## config.mk

```make
export PLATFORM = sky130hd
export DESIGN_NAME = serial_addsub_ctrl
export DESIGN_NICKNAME = d
export VERILOG_FILES = /design/src/rtl/serial_addsub_ctrl.sv
export SDC_FILE = /design/constraint.sdc
export NUM_CORES = 1
export LEC_CHECK = 0
export BUFFER_PORTS_ARGS = -buffer_cell sky130_fd_sc_hd__buf_2
export CORE_MARGIN = 2
export CORE_UTILIZATION = 37
export CTS_CLUSTER_DIAMETER = 150
export DETAILED_ROUTE_END_ITERATION = 10
export MAX_ROUTING_LAYER = met4
export PLACE_DENSITY = 0.56
export SLEW_MARGIN = 10
export SYNTH_ARGS = -nofsm -noshare
export SYNTH_HDL_FRONTEND = slang
export SYNTH_SLANG_ARGS = --single-unit
export TNS_END_PERCENT = 20
```

## constraint.sdc

```tcl
create_clock -name clk -period 1.67 [get_ports clk]
set_input_delay 0.167 -clock clk [delete_from_list [all_inputs] [get_ports clk]]
set_output_delay 0.167 -clock clk [all_outputs]
set_load 0.005 [all_outputs]
```

## src/rtl/serial_addsub_ctrl.sv

```systemverilog
// serial_addsub_ctrl
//   Bit-serial ADD / SUB / NEG / INC controller built around a single
//   full-adder cell that is stepped LSB-first over WIDTH clock cycles.
//   SUB, NEG and INC all reuse the adder as A + B' + 1 with a suitably
//   prepared B' (and A' for NEG), so no extra arithmetic is needed.
//
// Ports
//   clk        rising-edge clock
//   reset      asynchronous, active-high reset
//   start      operation request, sampled only while idle
//   op         00 ADD a+b, 01 SUB a-b, 10 NEG -a, 11 INC a+1
//   a, b       operands, latched when start is accepted
//   busy       high for the WIDTH cycles in which bits are computed
//   done       one-cycle pulse; result/carry_out/overflow valid
//   result     result, held until the next operation completes
//   carry_out  carry out of the MSB
//   overflow   signed overflow (carry into MSB xor carry out of MSB)
module serial_addsub_ctrl #(
    parameter int WIDTH = 6,
    parameter int CNT_W = 3
) (
    input  logic             clk,
    input  logic             reset,
    input  logic             start,
    input  logic [1:0]       op,
    input  logic [WIDTH-1:0] a,
    input  logic [WIDTH-1:0] b,
    output logic             busy,
    output logic             done,
    output logic [WIDTH-1:0] result,
    output logic             carry_out,
    output logic             overflow
);

    typedef enum logic [1:0] {
        S_IDLE,
        S_RUN,
        S_DONE
    } state_t;

    typedef enum logic [1:0] {
        OP_ADD = 2'b00,
        OP_SUB = 2'b01,
        OP_NEG = 2'b10,
        OP_INC = 2'b11
    } op_t;

    localparam logic [CNT_W-1:0] LAST_BIT = CNT_W'(WIDTH - 1);

    state_t           state_q, state_d;
    logic [CNT_W-1:0] cnt_q, cnt_d;
    logic [WIDTH-1:0] opa_q, opa_d;
    logic [WIDTH-1:0] opb_q, opb_d;
    logic             c_q, c_d;
    // Holds the WIDTH-1 sum bits produced so far; the final bit is merged
    // straight into the result so the port never shows partial values.
    logic [WIDTH-2:0] shreg_q, shreg_d;
    logic [WIDTH-1:0] result_q, result_d;
    logic             carry_q, carry_d;
    logic             ovf_q, ovf_d;

    logic             sum;
    logic             c_next;
    logic [WIDTH-1:0] shifted;

    always_ff @(posedge clk or posedge reset) begin
        if (reset) begin
            state_q  <= S_IDLE;
            cnt_q    <= '0;
            opa_q    <= '0;
            opb_q    <= '0;
            c_q      <= 1'b0;
            shreg_q  <= '0;
            result_q <= '0;
            carry_q  <= 1'b0;
            ovf_q    <= 1'b0;
        end else begin
            state_q  <= state_d;
            cnt_q    <= cnt_d;
            opa_q    <= opa_d;
            opb_q    <= opb_d;
            c_q      <= c_d;
            shreg_q  <= shreg_d;
            result_q <= result_d;
            carry_q  <= carry_d;
            ovf_q    <= ovf_d;
        end
    end

    always_comb begin
        state_d  = state_q;
        cnt_d    = cnt_q;
        opa_d    = opa_q;
        opb_d    = opb_q;
        c_d      = c_q;
        shreg_d  = shreg_q;
        result_d = result_q;
        carry_d  = carry_q;
        ovf_d    = ovf_q;
        busy     = 1'b0;
        done     = 1'b0;

        sum     = opa_q[0] ^ opb_q[0] ^ c_q;
        c_next  = (opa_q[0] & opb_q[0]) | (opa_q[0] & c_q) | (opb_q[0] & c_q);
        shifted = {sum, shreg_q};

        unique case (state_q)
            S_IDLE: begin
                if (start) begin
                    cnt_d   = '0;
                    shreg_d = '0;
                    state_d = S_RUN;
                    unique case (op_t'(op))
                        OP_ADD: begin
                            opa_d = a;
                            opb_d = b;
                            c_d   = 1'b0;
                        end
                        OP_SUB: begin
                            opa_d = a;
                            opb_d = ~b;
                            c_d   = 1'b1;
                        end
                        OP_NEG: begin
                            opa_d = ~a;
                            opb_d = '0;
                            c_d   = 1'b1;
                        end
                        OP_INC: begin
                            opa_d = a;
                            opb_d = '0;
                            c_d   = 1'b1;
                        end
                        default: begin
                            opa_d = a;
                            opb_d = b;
                            c_d   = 1'b0;
                        end
                    endcase
                end
            end
            S_RUN: begin
                busy    = 1'b1;
                opa_d   = opa_q >> 1;
                opb_d   = opb_q >> 1;
                c_d     = c_next;
                cnt_d   = cnt_q + CNT_W'(1);
                shreg_d = shifted[WIDTH-1:1];
                if (cnt_q == LAST_BIT) begin
                    result_d = shifted;
                    carry_d  = c_next;
                    // c_q is the carry into the MSB cell at this point.
                    ovf_d    = c_q ^ c_next;
                    state_d  = S_DONE;
                end
            end
            S_DONE: begin
                done    = 1'b1;
                state_d = S_IDLE;
            end
            default: begin
                state_d = S_IDLE;
            end
        endcase
    end

    assign result    = result_q;
    assign carry_out = carry_q;
    assign overflow  = ovf_q;

endmodule

```

==> results.sh, run 1 <==
export IMPL_status="finished, final reports clean"
export IMPL_finalSetupTns_ps=0
export IMPL_placed_cells=190
export IMPL_worst_setup_hold_path_clk_slew_ps=70
export IMPL_critPathKind="reg -> out"
export IMPL_comb_power_share_pct=34.7
export IMPL_intPower_w=0.00189
export IMPL_worst_path_max_fanout=15
export IMPL_grt_overflow=0
export IMPL_p_sw_share_pct=34.5
export IMPL_rsz0062_at_grt="no"
export IMPL_drive_above_1_share_pct=33.3
export IMPL_min_path_type="in -> reg"
export IMPL_fin_crit_ps=1550
export IMPL_wl_met3_um=154
export IMPL_syn_nets=139
export IMPL_grt_max_degree=32
export IMPL_seqCellArea_um2=776
export IMPL_p_seq_share_pct=44.9
export IMPL_synth_fa_ha_area_share_pct=3.13
export IMPL_report_final_slew_viol_count=0
export IMPL_yosysTopAreaCell="dfrtp_1"
export IMPL_synth_compound_area_share_pct=16.6
export IMPL_syn_to_final_growth_pct=18.0
export IMPL_synthesis_area_mm2=0.00144
export IMPL_worstPathArrival_ps=1380
export IMPL_grt_antenna_before_repair=0
export IMPL_multi_input_area_um2=588
export IMPL_io_pins=27
export IMPL_worst_ep_required_time_ps=1500
export IMPL_htree_num_levels=2
export IMPL_top_layer="met4"
export IMPL_die_h_um=66.4
export IMPL_power_density_mw_per_mm2=1690
export IMPL_n_antenna_cell=0
export IMPL_start_kind="flip-flop"
export IMPL_wl_per_cell_um=13.7
export IMPL_cts_tree="built"
export IMPL_gp_congestion=0.726
export IMPL_p_leak_nw=0.799
export IMPL_synthCells=119
export IMPL_final_antenna_net_count=0
export IMPL_wl_met1_mm=1.23
export IMPL_nets=170
export IMPL_slew_headroom_pct=74.3
export IMPL_wl_met2_mm=1.26
export IMPL_power_net_switching_w=0.000992
export IMPL_clockBufferDepth=2
export IMPL_synth_xor_area_share_pct=7.90
export IMPL_synthSimpleGateAreaFrac_pct=7.03
export IMPL_synthMuxAreaShare_pct=6.16
export IMPL_synth_seq_cells=31
export IMPL_power_clock_fraction_pct=20.4
export IMPL_num_rows=22
export IMPL_critPathCaptureType="output port"
export IMPL_drc_errors=0
export IMPL_die_area_mm2=0.00441
export IMPL_synth_top_area_share_pct=53.8
export IMPL_synth_area_leaders="dfrtp_1, xnor2_1, mux2_2"
export IMPL_peakVddDrop_mv=0.572
export IMPL_worstSkewPairLatency_ps=280
export IMPL_root_buffer="clkbuf_8"
export IMPL_initial_utilization_pct=38.8
export IMPL_first_pass_iters=4
export IMPL_fin_util_pct=45.8
export IMPL_synth_cell_type_count=29
export IMPL_hold_viol=0
export IMPL_vias=1002
export IMPL_tightest_slew_ps=386
export IMPL_portBuffers=26
export IMPL_core_mm2=0.00372
export IMPL_grtUsageTotal_pct=14.2
export IMPL_clock_skew_ps=6.40
export IMPL_fmax_mhz=646
export IMPL_numCtsBuffers=5
export IMPL_fillCellCount=357
export IMPL_die_x_um=66.4
export IMPL_via_per_inst=5.06
export IMPL_stdcell_count=198
export IMPL_wirelength_mm=2.71
export IMPL_cts_setup_buffers=0
export IMPL_setup_viol=0
export IMPL_dp_hpwl_mm=1.96
export IMPL_period_share_pct=92.6
export IMPL_grt_first_pass_wirelength_mm=4.42
export IMPL_max_cap_viol_count=0
export IMPL_synth_top_family_by_area="compound AO/OA/AOI/OAI gates"
export IMPL_grt_pass1_vias=946
export IMPL_yosysWarnings=0
export IMPL_clock_sinks=31
export IMPL_avgSynthCellArea_um2=12.1
export IMPL_synth_seq_area_share_pct=53.8
export IMPL_drt_iter0_markers=79
## worst paths after layout
kind | from | endpoint | slack [ps] | cells after the start
worst max-delay path | state_q[0] | busy | 120 | 3
worst min-delay path | b[2] | opb_q[2] | 160 | 3
worst max register to register | cnt_q[0] | result[4] | 370 | 3
worst min register to register | overflow | overflow | 470 | 2
max in group asynchronous | reset | opa_q[5] | 880 | 4
min in group asynchronous | reset | result[0] | 500 | 4
## sequential cells by signal (all words and copies together) (netlist names)
signal and cells:
carry_out 1, overflow 1, opb_q 6, state_q 2
shreg_q 5, c_q 1, result 6, opa_q 6
cnt_q 3
## worst max-delay path: stages, from the launching register on
cell	delay (ps)
dfrtp_1	540
nand2b_2	150
inv_2	240
buf_2	170
## cell families after synthesis
| kind of cell | after synthesis |
|---|---|
| compound gates | 35 |
| buf+inv | 13 |
| flops | 31 |
| mux | 8 |
| fa+ha+maj | 3 |
| simple gates | 16 |
| xor+xnor | 13 |
## Yosys cell counts, drive strengths merged
master and number:
dfrtp 31, o21ai 15, xnor2 13, a22oi 9
inv 7, mux2 7, buf 6, nand2 6
a22o 5, nor2 4, ha 2, nand2b 2
a21oi 1, a221oi 1, a31oi 1, fa 1
mux2i 1, nand3 1, nand4b 1, nor2b 1
o21bai 1, o22ai 1, o32ai 1, or3 1
## what timing repair did
action | 4_1_cts | 5_1_grt
hold buffers | 1 | 0
gates resized for setup | 0 | 0
hold endpoints to repair | 31 | 0
## power by group through the flow
stage	combinational, W	clock, W	sequential, W
finish	0.000998	0.000587	0.00129
global route	0.00113	0.000633	0.00134
CTS	0.00103	0.000602	0.00129
detailed placement	0.00102	0	0.00130
global placement	0.000991	0	0.00129
floorplan	0.000787	0	0.00123
## placed cells by master (no fill, tap or decap), drive strengths merged, types with 2 or more instances in the layout
cell    instances
mux2            7
nand2b          2
ha              2
nor2            4
buf            29
nand2           6
a22oi           9
inv             7
dfrtp          31
a22o            5
o21ai          15
clkbuf          6
xnor2          13
## cell type report
class,count,share of cell area [%]
sequential,31,45.6
multi-input combinational,75,34.6
timing repair buffer,30,9.57
clock buffer,6,4.86
tap,48,3.53
inverter,7,1.55
clock inverter,1,0.294
## layer usage
layer,up-vias,GRT usage [%]
met4,0,7.65
met2,30,21.6
met5,-,-
met1,490,17.0
li1,475,-
met3,7,4.09
## metrics by stage
step                      hold WS (ps)  worst slack, ps  power [W]  instance area (µm²)
after CTS                          159              104    0.00292                 1700
after detailed placement           266              355    0.00232                 1600
after global routing               177             5.74    0.00310                 1700
after floorplan                    271              430    0.00202                 1440
final                              164              123    0.00288                 1700
after global placement             259              392    0.00228                 1600
(Power assumes the default switching activity.)
==> run 2, diff against run 1 <==
--- a/config.mk
+++ b/config.mk
@@ -12,6 +12,8 @@
 export DETAILED_ROUTE_END_ITERATION = 10
 export MAX_ROUTING_LAYER = met4
 export PLACE_DENSITY = 0.56
+export RECOVER_POWER = 100
+export REMOVE_ABC_BUFFERS = 1
 export SLEW_MARGIN = 10
 export SYNTH_ARGS = -nofsm -noshare
 export SYNTH_HDL_FRONTEND = slang
==> run 2 against run 1 <==
Against the previous run:
- utilization shrank 0.30 points
- combinational power is 6.3% lower
- wire length down 2.7%
- sequential cell count did not move
- first-iteration DRC count fell by 66%
- cell count unchanged
- clock power rose by 7.2%
- clock skew is 2.3 ps lower
- count of clock-buffer cells in the layout rose by 2
- sequential power about the same
- sequential share of layout area grew 0.38 points
- critical path type unchanged
==> results.sh, run 2 (synthesis results as in run 1) <==
export IMPL_core_mm2=0.00372
export IMPL_worst_path_max_fanout=15
export IMPL_grt_pass1_vias=1021
export IMPL_max_cap_viol_count=0
export IMPL_via_per_inst=4.93
export IMPL_num_rows=22
export IMPL_power_density_mw_per_mm2=1690
export IMPL_final_cell_area_mm2=0.00169
export IMPL_initial_utilization_pct=38.8
export IMPL_place_area_mm2=0.00160
export IMPL_fmax_mhz=657
export IMPL_htree_num_levels=2
export IMPL_gp_congestion=0.710
export IMPL_finalSetupTns_ps=0
export IMPL_syn_to_final_growth_pct=17.2
export IMPL_wirelength_mm=2.64
export IMPL_tightest_slew_ps=765
export IMPL_numCtsBuffers=5
export IMPL_rsz0062_at_grt="no"
export IMPL_die_x_um=66.4
export IMPL_fin_crit_ps=1520
export IMPL_drive_above_1_share_pct=29.3
export IMPL_grt_antenna_before_repair=0
export IMPL_wl_per_cell_um=13.3
export IMPL_worstSkewPairLatency_ps=280
export IMPL_vias=976
export IMPL_clock_sinks=31
export IMPL_r2r_end="opb_q[4]"
export IMPL_worst_setup_hold_path_clk_slew_ps=60
export IMPL_portBuffers=26
export IMPL_nets=169
export IMPL_path_cells="nand2b_2, inv_2, buf_2"
export IMPL_worstPathArrival_ps=1360
export IMPL_die_area_mm2=0.00441
export IMPL_p_leak_nw=0.776
export IMPL_pre_cts_ws_ps=371
export IMPL_root_buffer="clkbuf_8"
export IMPL_cp_slowest_cell="dfrtp_1"
export IMPL_critPathCaptureType="output port"
export IMPL_drt_iter0_markers=27
export IMPL_clock_skew_ps=4.09
export IMPL_min_to="opa_q[5]"
export IMPL_grt_first_pass_wirelength_mm=4.63
export IMPL_fin_hold_ws_ps=178
export IMPL_cts_tree="built"
export IMPL_layout_setup_ws_ps=148
export IMPL_critical_path_max_stage_delay_ps=430
export IMPL_n_antenna_cell=0
export IMPL_grt_overflow=0
export IMPL_dp_hpwl_mm=1.90
export IMPL_path_buf_inv=2
export IMPL_rrSetupSlack_ps=260
export IMPL_layout_commonest_cell="dfrtp_1"
export IMPL_start_kind="flip-flop"
export IMPL_drc_errors=0
export IMPL_slew_headroom_pct=49.0
export IMPL_first_pass_iters=4
export IMPL_status="finished, final reports clean"
export IMPL_die_h_um=66.4
export IMPL_io_pins=27
export IMPL_critPathKind="reg -> out"
export IMPL_grtUsageTotal_pct=14.5
export IMPL_setup_viol=0
export IMPL_peakVddDrop_mv=0.662
export IMPL_report_final_slew_viol_count=0
export IMPL_worst_ep_required_time_ps=1500
export IMPL_hold_viol=0
export IMPL_min_delay_start="a[5]"
export IMPL_hold_depth=3
export IMPL_min_path_type="in -> reg"
export IMPL_grt_max_degree=32
export IMPL_rr_startpoint="state_q[1]"
export IMPL_path_delay_family="flip-flops"
export IMPL_r2r_cells=4
export IMPL_period_share_pct=91.2
export IMPL_most_common_layout_cells="dfrtp_1, buf_2, o21ai_0"
export IMPL_clockBufferDepth=2
export IMPL_final_antenna_net_count=0
[run 2: cell count changes in the layout (fill, tap and decap cells not counted)]
cell,change
a221oi_1,+1
a221oi_2,-1
buf_2,-6
buf_4,-3
clkbuf_1,+6
clkbuf_2,+3
clkbuf_8,+1
clkinv_2,-1
dfrtp_1,-1
dfrtp_2,+1
o21ai_0,+10
o21ai_1,-10
[run 2: per-stage QoR]
stage / utilization, % / total power, W / instances
floorplan: - / 0.00195 / 113
global placement: 42.9 / 0.00225 / 189
detailed placement: 42.9 / 0.00230 / 189
CTS: 45.9 / 0.00295 / 198
global route: 45.5 / 0.00311 / 198
finish: 45.5 / 0.00285 / 198
[run 2: how the worst max path moves through the flow]
stage                     startpoint         to  cells past startpoint
after floorplan           state_q[0]   opa_q[1]                      3
after global placement      cnt_q[0]  result[1]                      3
after detailed placement    cnt_q[1]  result[4]                      4
after CTS                 state_q[0]       busy                      3
after global routing      state_q[1]       busy                      3
final                     state_q[1]       busy                      3
[run 2: worst reg2reg max path, delay by kind of cell (launching register included)]
kind                   cells  cell delay, ps
DFF                        1             430
buffers and inverters      1             290
AOI/OAI and AO/OA          3             570
[run 2: timing repair]
item / in CTS / in global routing
gates resized for setup: 0 / 1
endpoints found under the setup margin: 0 / 1
endpoints found under the hold margin: 31 / 0
buffers inserted: 0 / 0
hold buffers: 1 / 0
[run 2: final cells by class]
cell class | count | area (µm²)
timing repair buffer | 29 | 144
fill | 375 | 2030
sequential | 31 | 777
clock buffer | 8 | 100
inverter | 7 | 26.3
multi-input combinational | 75 | 582
tap | 48 | 60.1
[run 2: layer usage]
metal / GRT usage [%] / vias to the layer above / share of wire (%)
li1: - / 475 / -
met1: 16.6 / 474 / 44
met2: 24.1 / 25 / 50
met3: 4.09 / 2 / 6.0
met4: 5.36 / 0 / 0.68
met5: - / - / 0
[run 2: report_power, final]
group,internal [W],switching (W),total (W)
clock,0.000375,0.000254,0.000629
sequential,0.00106,0.000227,0.00128
combinational,0.000462,0.000473,0.000935
